**src/rtl/gpio_in_filter.sv**
```systemverilog
// gpio_in_filter: conditions raw GPIO pad levels for the GPIO data register.
// Each pin passes through a two-flop synchronizer and a counter-based debounce
// filter; the filter can be bypassed at run time with filt_en_i.
// Optional edge detection and sticky interrupt pending flags are built only when
// the macro GPIO_IN_IRQ_EN is defined; otherwise edge_o, irq_pend_o and irq_o
// are constant 0 and edge_sel_i / irq_clr_i are ignored.

module gpio_in_filter #(
    parameter int NPIN      = 2,
    parameter int DB_CYCLES = 16,
    parameter int CNT_W     = 16
) (
    input  logic                hclk,
    input  logic                hreset,
    input  logic [NPIN-1:0]     pin_i,
    input  logic                filt_en_i,
    input  logic [2*NPIN-1:0]   edge_sel_i,
    input  logic [NPIN-1:0]     irq_clr_i,
    output logic [NPIN-1:0]     pin_o,
    output logic [NPIN-1:0]     edge_o,
    output logic [NPIN-1:0]     irq_pend_o,
    output logic                irq_o
);

    // Terminal count: a mismatch seen while the counter sits here is accepted.
    localparam logic [CNT_W-1:0] CNT_MAX  = CNT_W'(DB_CYCLES - 1);
    localparam logic [CNT_W-1:0] CNT_ZERO = CNT_W'(0);
    localparam logic [CNT_W-1:0] CNT_ONE  = CNT_W'(1);

    logic [NPIN-1:0]  sync1_r;
    logic [NPIN-1:0]  sync2_r;
    logic [NPIN-1:0]  stb_r;
    logic [NPIN-1:0]  stb_nxt_s;
    logic [CNT_W-1:0] cnt_r     [NPIN];
    logic [CNT_W-1:0] cnt_nxt_s [NPIN];

    // Two-flop synchronizer bringing the asynchronous pad levels into hclk.
    always_ff @(posedge hclk or posedge hreset) begin
        if (hreset) begin
            sync1_r <= {NPIN{1'b0}};
            sync2_r <= {NPIN{1'b0}};
        end else begin
            sync1_r <= pin_i;
            sync2_r <= sync1_r;
        end
    end

    // Debounce next state: any return to the stable level restarts the count,
    // and the counter saturates at CNT_MAX because it loads stb there instead.
    always_comb begin
        stb_nxt_s = stb_r;
        for (int k = 0; k < NPIN; k++) begin
            cnt_nxt_s[k] = cnt_r[k];
            if (!filt_en_i) begin
                stb_nxt_s[k] = sync2_r[k];
                cnt_nxt_s[k] = CNT_ZERO;
            end else if (sync2_r[k] == stb_r[k]) begin
                cnt_nxt_s[k] = CNT_ZERO;
            end else if (cnt_r[k] == CNT_MAX) begin
                stb_nxt_s[k] = sync2_r[k];
                cnt_nxt_s[k] = CNT_ZERO;
            end else begin
                cnt_nxt_s[k] = cnt_r[k] + CNT_ONE;
            end
        end
    end

    // Debounce state registers: stable level and per-pin counter.
    always_ff @(posedge hclk or posedge hreset) begin
        if (hreset) begin
            stb_r <= {NPIN{1'b0}};
            for (int k = 0; k < NPIN; k++) begin
                cnt_r[k] <= CNT_ZERO;
            end
        end else begin
            stb_r <= stb_nxt_s;
            for (int k = 0; k < NPIN; k++) begin
                cnt_r[k] <= cnt_nxt_s[k];
            end
        end
    end

    assign pin_o = stb_r;

`ifdef GPIO_IN_IRQ_EN

    // True when an edge whose new level is new_lvl is enabled by sel
    // (sel[0] = rising, sel[1] = falling).
    function automatic logic edge_match(input logic new_lvl, input logic [1:0] sel);
        return (new_lvl & sel[0]) | (~new_lvl & sel[1]);
    endfunction

    logic [NPIN-1:0] stb_d_r;
    logic [NPIN-1:0] edge_r;
    logic [NPIN-1:0] pend_r;
    logic [NPIN-1:0] pend_nxt_s;

    // Edge pulse: registered compare of the stable level against its previous
    // value; stb_d_r holds the new level while edge_r is high.
    always_ff @(posedge hclk or posedge hreset) begin
        if (hreset) begin
            stb_d_r <= {NPIN{1'b0}};
            edge_r  <= {NPIN{1'b0}};
        end else begin
            stb_d_r <= stb_r;
            edge_r  <= stb_r ^ stb_d_r;
        end
    end

    // Pending next state: a matching edge wins over a simultaneous clear.
    always_comb begin
        pend_nxt_s = pend_r;
        for (int k = 0; k < NPIN; k++) begin
            if (edge_r[k] && edge_match(stb_d_r[k], edge_sel_i[2*k +: 2])) begin
                pend_nxt_s[k] = 1'b1;
            end else if (irq_clr_i[k]) begin
                pend_nxt_s[k] = 1'b0;
            end else begin
                pend_nxt_s[k] = pend_r[k];
            end
        end
    end

    // Sticky pending flags.
    always_ff @(posedge hclk or posedge hreset) begin
        if (hreset) begin
            pend_r <= {NPIN{1'b0}};
        end else begin
            pend_r <= pend_nxt_s;
        end
    end

    assign edge_o     = edge_r;
    assign irq_pend_o = pend_r;
    assign irq_o      = |pend_r;

`else

    // Interrupt inputs have no function in this build.
    logic unused_irq_s;
    assign unused_irq_s = ^{edge_sel_i, irq_clr_i};

    assign edge_o     = {NPIN{1'b0}};
    assign irq_pend_o = {NPIN{1'b0}};
    assign irq_o      = 1'b0;

`endif

endmodule
```
**config.mk**
```make
export PLATFORM = sky130hd
export DESIGN_NAME = gpio_in_filter
export DESIGN_NICKNAME = d
export VERILOG_FILES = /design/src/rtl/gpio_in_filter.sv
export SDC_FILE = /design/constraint.sdc
export NUM_CORES = 1
export LEC_CHECK = 0
export ABC_AREA = 0
export BUFFER_PORTS_ARGS = -buffer_cell sky130_fd_sc_hd__buf_2
export CORE_ASPECT_RATIO = 1.4
export CORE_UTILIZATION = 33
export CTS_CLUSTER_DIAMETER = 40
export DETAILED_ROUTE_END_ITERATION = 12
export PLACE_DENSITY = 0.47
export SYNTH_ARGS = -nofsm -noshare
export SYNTH_HDL_FRONTEND = slang
export SYNTH_SLANG_ARGS = --single-unit
export TNS_END_PERCENT = 30
```
**constraint.sdc**
```tcl
create_clock -name hclk -period 2.04 [get_ports hclk]
set_input_delay 0.408 -clock hclk [delete_from_list [all_inputs] [get_ports hclk]]
set_output_delay 0.408 -clock hclk [all_outputs]
set_load 0.01 [all_outputs]
```
After elaboration in Yosys (flattened, before gate mapping)
Cells that the tools add are included.
{"block": "word_totals", "ff_bits": 38, "word_cells": 30, "in_bits": 11}
{"block": "op_classes", "reduce_logical": 2, "eq_ne": 8, "n_addsub": 2, "n_mux": 12}
{"cell": "$mux W16", "n": 6}
{"cell": "$add A16 B1 Y16 const B", "n": 2}
{"cell": "$eq A16 B4 Y1 const B", "n": 2}
{"cell": "$mux W1", "n": 6}
{"cell": "$ne A2 B1 Y1 const B", "n": 2}
{"cell": "$ne A2 B2 Y1 const B", "n": 2}
{"cell": "$reduce_and A2 Y1", "n": 2}
{"cell": "$eq A1 B1 Y1", "n": 2}

Logic depth before layout (Yosys ltp)
Gate-level depths: netlist of run 1.
{"block": "depth", "word_depth": 4, "depth_mapped": 6}

Least setup slack after synthesis of run 1
No wires, ideal clock.
{"block": "synth_path", "path_kind": "register -> register", "startpoint": "register cnt_r[29] (netlist name)", "endpoint": "register stb_r[0], in the netlist pin_o[0]", "path_stages_with_launch": 5, "path_slack_ns": 0.071, "arrival_time_ns": 1.842, "setup_time_ns": 0.127, "path_cell_list": "dfrtp_1 > or4_1 > or4_4 > nand2_1 > mux2_1"}
{"block": "synth_between", "elab_chain_len": 3}
{"item": "start, declared", "line": "34", "rtl": "logic [CNT_W-1:0] cnt_r [NPIN];"}
{"item": "start signal, assigned by index", "line": "78", "rtl": "cnt_r[k] <= cnt_nxt_s[k];"}
{"item": "$eq A16 B4 Y1", "line": "59", "rtl": "end else if (cnt_r[k] == CNT_MAX) begin"}
{"item": "$ne A2 B1 Y1 (no line)"}
{"item": "$reduce_and A2 Y1 (no line)"}
{"item": "end signal, assigned", "line": "71", "rtl": "stb_r <= {NPIN{1'b0}};"}
{"item": "end signal, assigned", "line": "76", "rtl": "stb_r <= stb_nxt_s;"}
{"item": "end, declared", "line": "32", "rtl": "logic [NPIN-1:0] stb_r;"}
No other way between the ends.
A chain may end at the register's enable or synchronous reset.

Worst setup path in the final report of run 1
{"block": "layout_path", "startpoint": "register cnt_r[20] (netlist name)", "endpoint": "register stb_r[0], in the netlist pin_o[0]"}
Same word-level chain as after synthesis.

==> results of run 1 <==
report_power, final:
group	total (mW)	internal (mW)	switching, mW
sequential	0.781	0.768	0.0127
combinational	0.0862	0.0270	0.0591
clock	0.518	0.273	0.245
registers in the layout, indices dropped and copies added, names as in the netlist:
signal   cells
sync2_r      2
pin_o        2
sync1_r      2
cnt_r       32
routing by layer:
| layer | vias up | part of all wire [%] | global-route usage [%] |
|---|---|---|---|
| li1 | 625 | - | - |
| met1 | 616 | 41 | 14.91 |
| met5 | - | 0 | 0 |
| met2 | 15 | 56 | 23.61 |
| met3 | 2 | 2.2 | 3.426 |
| met4 | 0 | 0.79 | 4.815 |
cell usage in the layout (no fill, tap or decap), types with 6 or more instances in the layout:
cell type | netlist | layout
clkbuf_8 | 0 | 6
xnor2_1 | 25 | 25
buf_4 | 5 | 10
nor2_2 | 10 | 10
nand3_1 | 12 | 12
dfrtp_1 | 38 | 38
nand2_1 | 7 | 6
nor2_1 | 28 | 28
nand4_1 | 7 | 7
inv_1 | 9 | 9
nor4_1 | 11 | 11
buf_2 | 0 | 6
nor3_1 | 7 | 7
path summary, 6_finish.rpt:
check | from | endpoint | slack (ns)
setup / recovery | cnt_r[20]$_DFF_PP0_ | pin_o[0]$_DFFE_PP0P_ | 0.05
hold / removal | hreset | sync2_r[0]$_DFF_PP0_ | 0.12
setup reg to reg | cnt_r[20]$_DFF_PP0_ | pin_o[0]$_DFFE_PP0P_ | 0.05
hold reg to reg | sync1_r[0]$_DFF_PP0_ | sync2_r[0]$_DFF_PP0_ | 0.35
max in group asynchronous | hreset | cnt_r[25]$_DFF_PP0_ | 1.42
min in group hclk | pin_i[0] | sync1_r[0]$_DFF_PP0_ | 0.23
logic make-up (layout without fill, tap and decap cells):
logic type | count (synthesis) | after routing | share of synthesized area [%]
fa+ha+maj | 2 | 2 | 1.375
mux | 2 | 2 | 1.238
xor+xnor | 30 | 30 | 14.44
buf+inv | 16 | 34 | 5.227
flops | 38 | 38 | 52.27
other cells | 1 | 5 | 0.2061
simple gates | 88 | 88 | 25.24
metrics by stage:
| stage | hold WS [ns] | instances | cell area (um2) | util (%) |
|---|---|---|---|---|
| after detailed placement | 0.3418 | 257 | 1981 | 37.83 |
| after global routing | 0.1406 | 265 | 2078 | 39.69 |
| after floorplan | 0.3312 | 181 | 1834 | - |
| after CTS | 0.1208 | 265 | 2072 | 39.57 |
| final | 0.1206 | 265 | 2078 | 39.69 |
| after global placement | 0.3346 | 257 | 1981 | 37.83 |
repair_timing:
action,CTS,global route
hold endpoints to repair,0,0
setup endpoints to repair,0,1
resized for setup,0,2
layout make-up:
class	count	area (um2)	area share, %
clock buffer	7	86.33	4.154
clock inverter	1	5.005	0.2408
inverter	9	33.78	1.626
multi-input combinational	127	794.5	38.23
sequential	38	950.9	45.76
tap	66	82.58	3.974
timing repair buffer	17	125.1	6.020
==> flow_metrics.py, run 1 <==
metrics = {
    "setup_path": {
        "crit_type": "register to register",
        "slowest_delay_ns": 0.58,
        "start_kind": "register",
        "crit_family": "simple AND/OR/NAND/NOR gates",
        "worstSetupEndpointType": "register",
        "cp_cell_sequence": "or4_1, or4_4, nand2_2, mux2_1",
        "required_ns": 2.20,
        "worstPathArrival_ns": 2.16,
        "worst_r2r_path_depth": 4,
        "cp_slowest_cell": "or4_4",
        "critPathBufInv": 0,
        "cp.depth": 4,
        "critPathMaxFanout": 2,
    },
    "route": {
        "drtAntennaViolNets": 0,
        "routed_wl_um": 3407,
        "drt_first_pass_iters": 4,
        "via_count": 1258,
        "drc": 0,
        "first_iter_violations": 67,
        "routedWlPerCell_um": 12.86,
        "via_per_inst": 4.747,
    },
    "placement": {
        "gp_congestion": 0.7612,
        "portBuffers": 6,
        "preCtsSetupSlack_ns": 0.01302,
        "dpl.hpwl_um": 2486,
    },
    "global_routing": {
        "grt.overflow.total": 0,
        "grt_antenna_before_repair": 0,
        "track_usage_pct": 13.33,
        "grt_start_max_net_pins": 29,
        "grt_pass1_wl_um": 5996,
        "first_global_vias": 1277,
    },
    "cells_and_area": {
        "nFillCells": 532,
        "diodes": 0,
        "drive_above_1_share_pct": 19.60,
        "nets": 211,
        "area_growth_pct": 14.24,
    },
    "floorplan": {
        "dieArea_mm2": 0.005818,
        "die_w_um": 64.75,
        "io_pins": 18,
        "core_mm2": 0.005236,
        "start_util_pct": 34.74,
        "die_y_um": 89.85,
        "row_count": 31,
    },
    "synthesis": {
        "ys_warn_count": 0,
        "yosysMostFrequentCell": "dfrtp_1",
        "syn_inst": 177,
        "netlist_area_mm2": 0.001819,
        "synthTopCellsByArea": "dfrtp_1 (52%), xnor2_1 (12%), nor2_1 (5.8%), nor4_1 (3.8%), nor2_2 (3.4%)",
        "ys_top_cells_by_count": "dfrtp_1 (38), nor2_1 (28), xnor2_1 (25), nand3_1 (12), nor4_1 (11)",
        "synth_top_cell_area_share_pct": 52.27,
        "synth_top_area_cell": "dfrtp_1",
        "synth-main-ff-cell": "dfrtp_1",
        "yosysSeqAreaShare_pct": 52.27,
        "ys_types": 22,
        "synth_edf_count": 0,
        "ys_seq_elements": 38,
        "syn_area_per_cell_um2": 10.28,
        "async_flop_share_pct": 100.0,
    },
    "clock_network": {
        "cts_root_buf": "clkbuf_8",
        "cts_max_level": 2,
        "clkSlewWorstSetupHoldPaths_ns": 0.07,
        "cts-buffers-inserted": 5,
        "hold_buffers": 0,
        "cts.sinks": 38,
        "tritoncts": "done",
        "post-cts-setup-buffers": 0,
        "clock_latency_ns": 0.28,
        "clockBufferDepth": 2,
    },
    "sta": {
        "setup_violations": 0,
        "hold_viol": 0,
        "fmax_mhz": 501.5,
        "layout_setup_ws_ns": 0.04581,
        "fin_crit_ns": 1.994,
        "rsz0062_at_grt": "false",
        "slew_viol_final": 0,
        "finClkSkew_ns": 0.003600,
        "setup_tns_ns": 0,
        "fin_crit_sh_pct": 97.75,
    },
    "power_and_ir_drop": {
        "peakVddDrop_uv": 441.1,
        "power_mw": 1.385,
        "power_density_mw_per_mm2": 666.4,
        "p_leak_nw": 0.8334,
    },
    "min_path": {
        "hold_path.class": "input port to async pin",
    },
    "job": {
        "cap_violations": 0,
    },
    "run_status": {
        "status": "finished clean",
    },
}
No activity file was read; power rests on OpenSTA's default activity.
==> run 2: changes to the inputs <==
--- a/config.mk
+++ b/config.mk
@@ -11,6 +11,7 @@
 export CORE_UTILIZATION = 33
 export CTS_CLUSTER_DIAMETER = 40
 export DETAILED_ROUTE_END_ITERATION = 12
+export MAX_ROUTING_LAYER = met4
 export PLACE_DENSITY = 0.47
 export SYNTH_ARGS = -nofsm -noshare
 export SYNTH_HDL_FRONTEND = slang
==> run 2 against run 1 <==
- clock power hardly changed
- sequential power barely moved
- non-clock buffer count unchanged
- final cell count stayed put
- largest power group unchanged
- global-route usage is 0.45 points higher
- utilization did not move
- worst setup slack is essentially flat
- clock skew hardly changed
- critical path depth is the same
==> flow_metrics.py, run 2 (synthesized netlist as in run 1, its figures left out) <==
metrics = {
    "run_status": {
        "status": "finished clean",
    },
    "placement": {
        "gp_congestion": 0.7712,
        "preCtsSetupSlack_ns": 0.01302,
        "placed_area_mm2": 0.001981,
        "portBuffers": 6,
        "dpl.hpwl_um": 2486,
    },
    "cells_and_area": {
        "top_register": "cnt_r",
        "area_growth_pct": 14.24,
        "nFillCells": 532,
        "final_common_cell": "dfrtp_1",
        "design_area_mm2": 0.002078,
        "seqCellArea_um2": 950.9,
        "nets": 211,
        "multiInputGateArea_um2": 794.5,
        "largest_reg_flops": 32,
        "drive_above_1_share_pct": 19.60,
        "diodes": 0,
        "final_cell_mix": "dfrtp_1 (38), nor2_1 (28), xnor2_1 (25), nand3_1 (12), nor4_1 (11)",
    },
    "global_routing": {
        "grt_start_max_net_pins": 29,
        "grt.overflow.total": 0,
        "track_usage_pct": 13.78,
        "grt_antenna_before_repair": 0,
        "grt_pass1_wl_um": 6003,
        "first_global_vias": 1274,
    },
    "setup_path": {
        "cp_cell_sequence": "or4_1, or4_4, nand2_2, mux2_1",
        "critPathMaxFanout": 2,
        "crit_type": "register to register",
        "required_ns": 2.20,
        "worstPathArrival_ns": 2.16,
        "slowest_delay_ns": 0.58,
        "cp_slowest_cell": "or4_4",
        "start_kind": "register",
        "worstSetupEndpointType": "register",
    },
    "power_and_ir_drop": {
        "switching_share_pct": 22.97,
        "power_frac_comb_pct": 6.2,
        "p_clk_share_pct": 37.4,
        "p_switching_mw": 0.3184,
        "p_seq_share_pct": 56.3,
        "p_int_mw": 1.068,
        "power_density_mw_per_mm2": 667.0,
        "power_mw": 1.386,
        "peakVddDrop_uv": 441.0,
        "p_leak_nw": 0.8334,
    },
    "sta": {
        "fmax_mhz": 501.5,
        "layout_setup_ws_ns": 0.04581,
        "setup_tns_ns": 0,
        "rsz0062_at_grt": "false",
        "slew_viol_final": 0,
        "fin_crit_sh_pct": 97.75,
        "setup_violations": 0,
        "hold_viol": 0,
        "fin_crit_ns": 1.994,
        "finClkSkew_ns": 0.003618,
    },
    "floorplan": {
        "start_util_pct": 34.74,
        "io_pins": 18,
        "die_w_um": 64.75,
        "core_mm2": 0.005236,
        "die_y_um": 89.85,
        "row_count": 31,
        "dieArea_mm2": 0.005818,
    },
    "clock_network": {
        "clock_latency_ns": 0.28,
        "cts_max_level": 2,
        "cts.sinks": 38,
        "clockBufferDepth": 2,
        "cts-buffers-inserted": 5,
        "cts_root_buf": "clkbuf_8",
        "hold_buffers": 0,
        "clkSlewWorstSetupHoldPaths_ns": 0.07,
        "tritoncts": "done",
    },
    "route": {
        "routed_wl_um": 3419,
        "first_iter_violations": 66,
        "drtAntennaViolNets": 0,
        "routedWlPerCell_um": 12.90,
        "via_count": 1254,
        "drc": 0,
        "drt_first_pass_iters": 4,
        "via_per_inst": 4.732,
    },
    "min_path": {
        "hold_path.class": "input port to async pin",
    },
    "job": {
        "cap_violations": 0,
    },
}
[run 2: cell counts in the layout (fill, tap and decap cells not counted)]
Identical to the previous run, type by type.
[run 2: path summary, 6_finish.rpt]
kind / start / cells past startpoint / to / slack, ns
setup reg to reg: cnt_r[20]$_DFF_PP0_ / 4 / pin_o[0]$_DFFE_PP0P_ / 0.05
min in group hclk: pin_i[0] / 1 / sync1_r[0]$_DFF_PP0_ / 0.23
hold reg to reg: sync1_r[0]$_DFF_PP0_ / 0 / sync2_r[0]$_DFF_PP0_ / 0.35
setup / recovery: cnt_r[20]$_DFF_PP0_ / 4 / pin_o[0]$_DFFE_PP0P_ / 0.05
hold / removal: hreset / 2 / sync2_r[0]$_DFF_PP0_ / 0.12
max in group asynchronous: hreset / 3 / cnt_r[25]$_DFF_PP0_ / 1.42
[run 2: worst max-delay path: cells and delay by family (launching register included)]
family / cells / cell delay, ns
and+or+nand+nor: 3 / 1.17
DFF: 1 / 0.39
muxes: 1 / 0.32
[run 2: cell type report]
| cell class | instances | area share, % |
|---|---|---|
| clock inverter | 1 | 0.2408 |
| sequential | 38 | 45.76 |
| inverter | 9 | 1.626 |
| timing repair buffer | 17 | 6.020 |
| clock buffer | 7 | 4.154 |
| multi-input combinational | 127 | 38.23 |
| tap | 66 | 3.974 |
[run 2: through the flow]
step                      hold WS (ns)  std cells  utilization (%)
final                           0.1191        265            39.69
after CTS                       0.1208        265            39.57
after floorplan                 0.3312        181                -
after global placement          0.3346        257            37.83
after global routing            0.1378        265            39.69
after detailed placement        0.3418        257            37.83
[run 2: power by group through the flow]
stage               registers [mW]  logic [mW]  clock network, mW
finish                       0.781      0.0863              0.519
global route                 0.784      0.0981              0.585
CTS                          0.781      0.0889              0.541
detailed placement           0.796      0.0887                  0
global placement             0.794      0.0847                  0
floorplan                    0.795      0.0717                  0
[run 2: what timing repair did]
| action | 4_1_cts | 5_1_grt |
|---|---|---|
| buffers inserted | 0 | 0 |
| resized for setup | 0 | 2 |
| endpoints found under the setup margin | 0 | 1 |
[run 2: layer usage]
layer,wire length (um),global-route usage [%],up-vias
met2,1899,23.52,13
met4,46,4.815,0
met5,0,-,-
met1,1404,15.00,612
met3,68,3.807,4
li1,-,-,625
==> run 3: changes to the inputs <==
--- a/config.mk
+++ b/config.mk
@@ -8,11 +8,12 @@
 export ABC_AREA = 0
 export BUFFER_PORTS_ARGS = -buffer_cell sky130_fd_sc_hd__buf_2
 export CORE_ASPECT_RATIO = 1.4
-export CORE_UTILIZATION = 33
+export CORE_UTILIZATION = 55
 export CTS_CLUSTER_DIAMETER = 40
+export CTS_CLUSTER_SIZE = 8
 export DETAILED_ROUTE_END_ITERATION = 12
 export MAX_ROUTING_LAYER = met4
-export PLACE_DENSITY = 0.47
+export PLACE_DENSITY = 0.71
 export SYNTH_ARGS = -nofsm -noshare
 export SYNTH_HDL_FRONTEND = slang
 export SYNTH_SLANG_ARGS = --single-unit
==> constraint.sdc (replaced) <==
create_clock -name hclk -period 2 [get_ports hclk]
set_input_delay 0.4 -clock hclk [delete_from_list [all_inputs] [get_ports hclk]]
set_output_delay 0.4 -clock hclk [all_outputs]
set_load 0.01 [all_outputs]
==> run 3 against run 2 <==
- combinational power shrank 4.1%
- utilization is 25 points higher
- via count is 2.5% higher
- global-route usage is 8.2 points higher
- worst hold slack got worse by 0.11 ns
- die area is 39% lower
- register-to-register slack lost 0.03 ns
- clock-buffer cell count is 1 lower
- sequential share of layout area is 1.3 points higher
- critical endpoint unchanged
==> flow_metrics.py, run 3 (synthesized netlist as in run 1, its figures left out) <==
metrics = {
    "floorplan": {
        "row_count": 24,
        "die_w_um": 50.61,
        "start_util_pct": 58.25,
        "dieArea_mm2": 0.003545,
        "io_pins": 18,
        "die_y_um": 70.05,
        "core_mm2": 0.003123,
    },
    "cells_and_area": {
        "nets": 211,
        "seqCellArea_um2": 950.9,
        "final_common_cell": "dfrtp_1",
        "finalNonFillerCells": 236,
        "nFillCells": 257,
        "drive_above_1_share_pct": 18.78,
        "final_cell_mix": "dfrtp_1 (38), nor2_1 (28), xnor2_1 (25), nand3_1 (12)",
        "largest_reg_flops": 32,
        "area_growth_pct": 11.00,
        "diodes": 0,
        "multiInputGateArea_um2": 790.8,
        "top_register": "cnt_r",
    },
    "sta": {
        "rsz0062_at_grt": "true",
        "layout_setup_ws_ns": 0.01480,
        "hold_viol": 0,
        "setup_violations": 0,
        "fmax_mhz": 503.7,
        "slew_viol_final": 0,
        "finClkSkew_ns": 0.004074,
        "fin_crit_sh_pct": 99.26,
        "fin_crit_ns": 1.985,
    },
    "clock_network": {
        "clockBufferDepth": 2,
        "cts.sinks": 38,
        "tritoncts": "done",
        "cts_root_buf": "clkbuf_8",
        "hold_buffers": 0,
        "cts_max_level": 2,
        "clkSlewWorstSetupHoldPaths_ns": 0.06,
        "clock_latency_ns": 0.28,
        "cts-buffers-inserted": 5,
    },
    "placement": {
        "dpl.hpwl_um": 2282,
        "gp_congestion": 0.8241,
        "preCtsSetupSlack_ns": 0.0004423,
        "dp.cells": 230,
        "portBuffers": 6,
    },
    "route": {
        "via_per_inst": 5.445,
        "routedWlPerCell_um": 13.33,
        "routed_wl_um": 3146,
        "first_iter_violations": 41,
        "drt_first_pass_iters": 4,
        "drtAntennaViolNets": 0,
        "via_count": 1285,
        "drc": 0,
    },
    "run_status": {
        "status": "finished clean",
    },
    "power_and_ir_drop": {
        "power_density_mw_per_mm2": 686.5,
        "p_int_mw": 1.075,
        "p_leak_nw": 0.8251,
        "p_clk_share_pct": 36.5,
        "switching_share_pct": 22.49,
        "p_switching_mw": 0.3118,
        "power_frac_comb_pct": 6.0,
        "peakVddDrop_uv": 703.9,
        "p_seq_share_pct": 57.5,
    },
    "global_routing": {
        "grt_antenna_before_repair": 0,
        "grt_pass1_wl_um": 5492,
        "grt.overflow.total": 0,
        "track_usage_pct": 21.95,
        "grt_start_max_net_pins": 34,
        "first_global_vias": 1322,
    },
    "setup_path": {
        "start_kind": "register",
        "worstSetupEndpointType": "register",
        "regToRegSetupSlack_ns": 0.01,
        "critPathMaxFanout": 2,
        "crit_type": "register to register",
        "required_ns": 2.16,
        "worstPathArrival_ns": 2.15,
    },
    "min_path": {
        "hold_path.class": "input port to async pin",
    },
    "job": {
        "cap_violations": 0,
    },
}
run 3: through the flow:
step,total power [mW],hold slack [ns],TNS (ns),instance area (um2),utilization (%)
global route,1.449,0.01181,-0.02846,2019,64.66
detailed placement,0.8965,0.3116,0,1934,61.94
global placement,0.8913,0.3011,0,1934,61.94
floorplan,0.8841,0.3312,0,1834,-
CTS,1.405,0.003501,0,2019,64.66
finish,1.386,0.007057,0,2019,64.66
run 3: timing repair:
| action | CTS | global route |
|---|---|---|
| endpoints found under the setup margin | 1 | 3 |
| pin swaps | 2 | 1 |
| setup buffers | 0 | 0 |
| resized for setup | 1 | 0 |
run 3: final cells by class:
class                           instances  share of cell area [%]
Clock buffer                            6                   4.089
Inverter                                9                   1.673
Multi-Input combinational cell        127                   39.16
Sequential cell                        38                   47.09
Tap cell                               39                   2.416
Timing Repair Buffer                   17                   5.576
run 3: layer usage:
metal	part of all wire (%)	up-vias	GRT usage, %
met3	3.1	14	6.754
met4	3.7	0	14.51
met5	0	-	-
met2	55	23	35.56
li1	-	623	-
met1	38	625	22.24
run 3: worst paths after layout:
check / startpoint / endpoint / depth (start not counted)
max: cnt_r[20]$_DFF_PP0_ / pin_o[0]$_DFFE_PP0P_ / 4
min: hreset / sync1_r[0]$_DFF_PP0_ / 2
max reg2reg: cnt_r[20]$_DFF_PP0_ / pin_o[0]$_DFFE_PP0P_ / 4
min reg2reg: sync1_r[1]$_DFF_PP0_ / sync2_r[1]$_DFF_PP0_ / 0
max in group asynchronous: hreset / cnt_r[20]$_DFF_PP0_ / 3
min in group hclk: pin_i[0] / sync1_r[0]$_DFF_PP0_ / 1
run 3: power groups by stage:
stage                     registers (mW)  logic, mW  clock network [mW]
after floorplan                    0.811     0.0732                   0
after global placement             0.810     0.0815                   0
after detailed placement           0.812     0.0848                   0
after CTS                          0.797     0.0856               0.522
after global routing               0.800     0.0942               0.555
final                              0.797     0.0828               0.507
run 3: critical path: stages, from the launching register on:
cell,delay (ns)
dfrtp_1,0.38
or4_1,0.52
or4_4,0.58
nand2_2,0.08
mux2_1,0.31
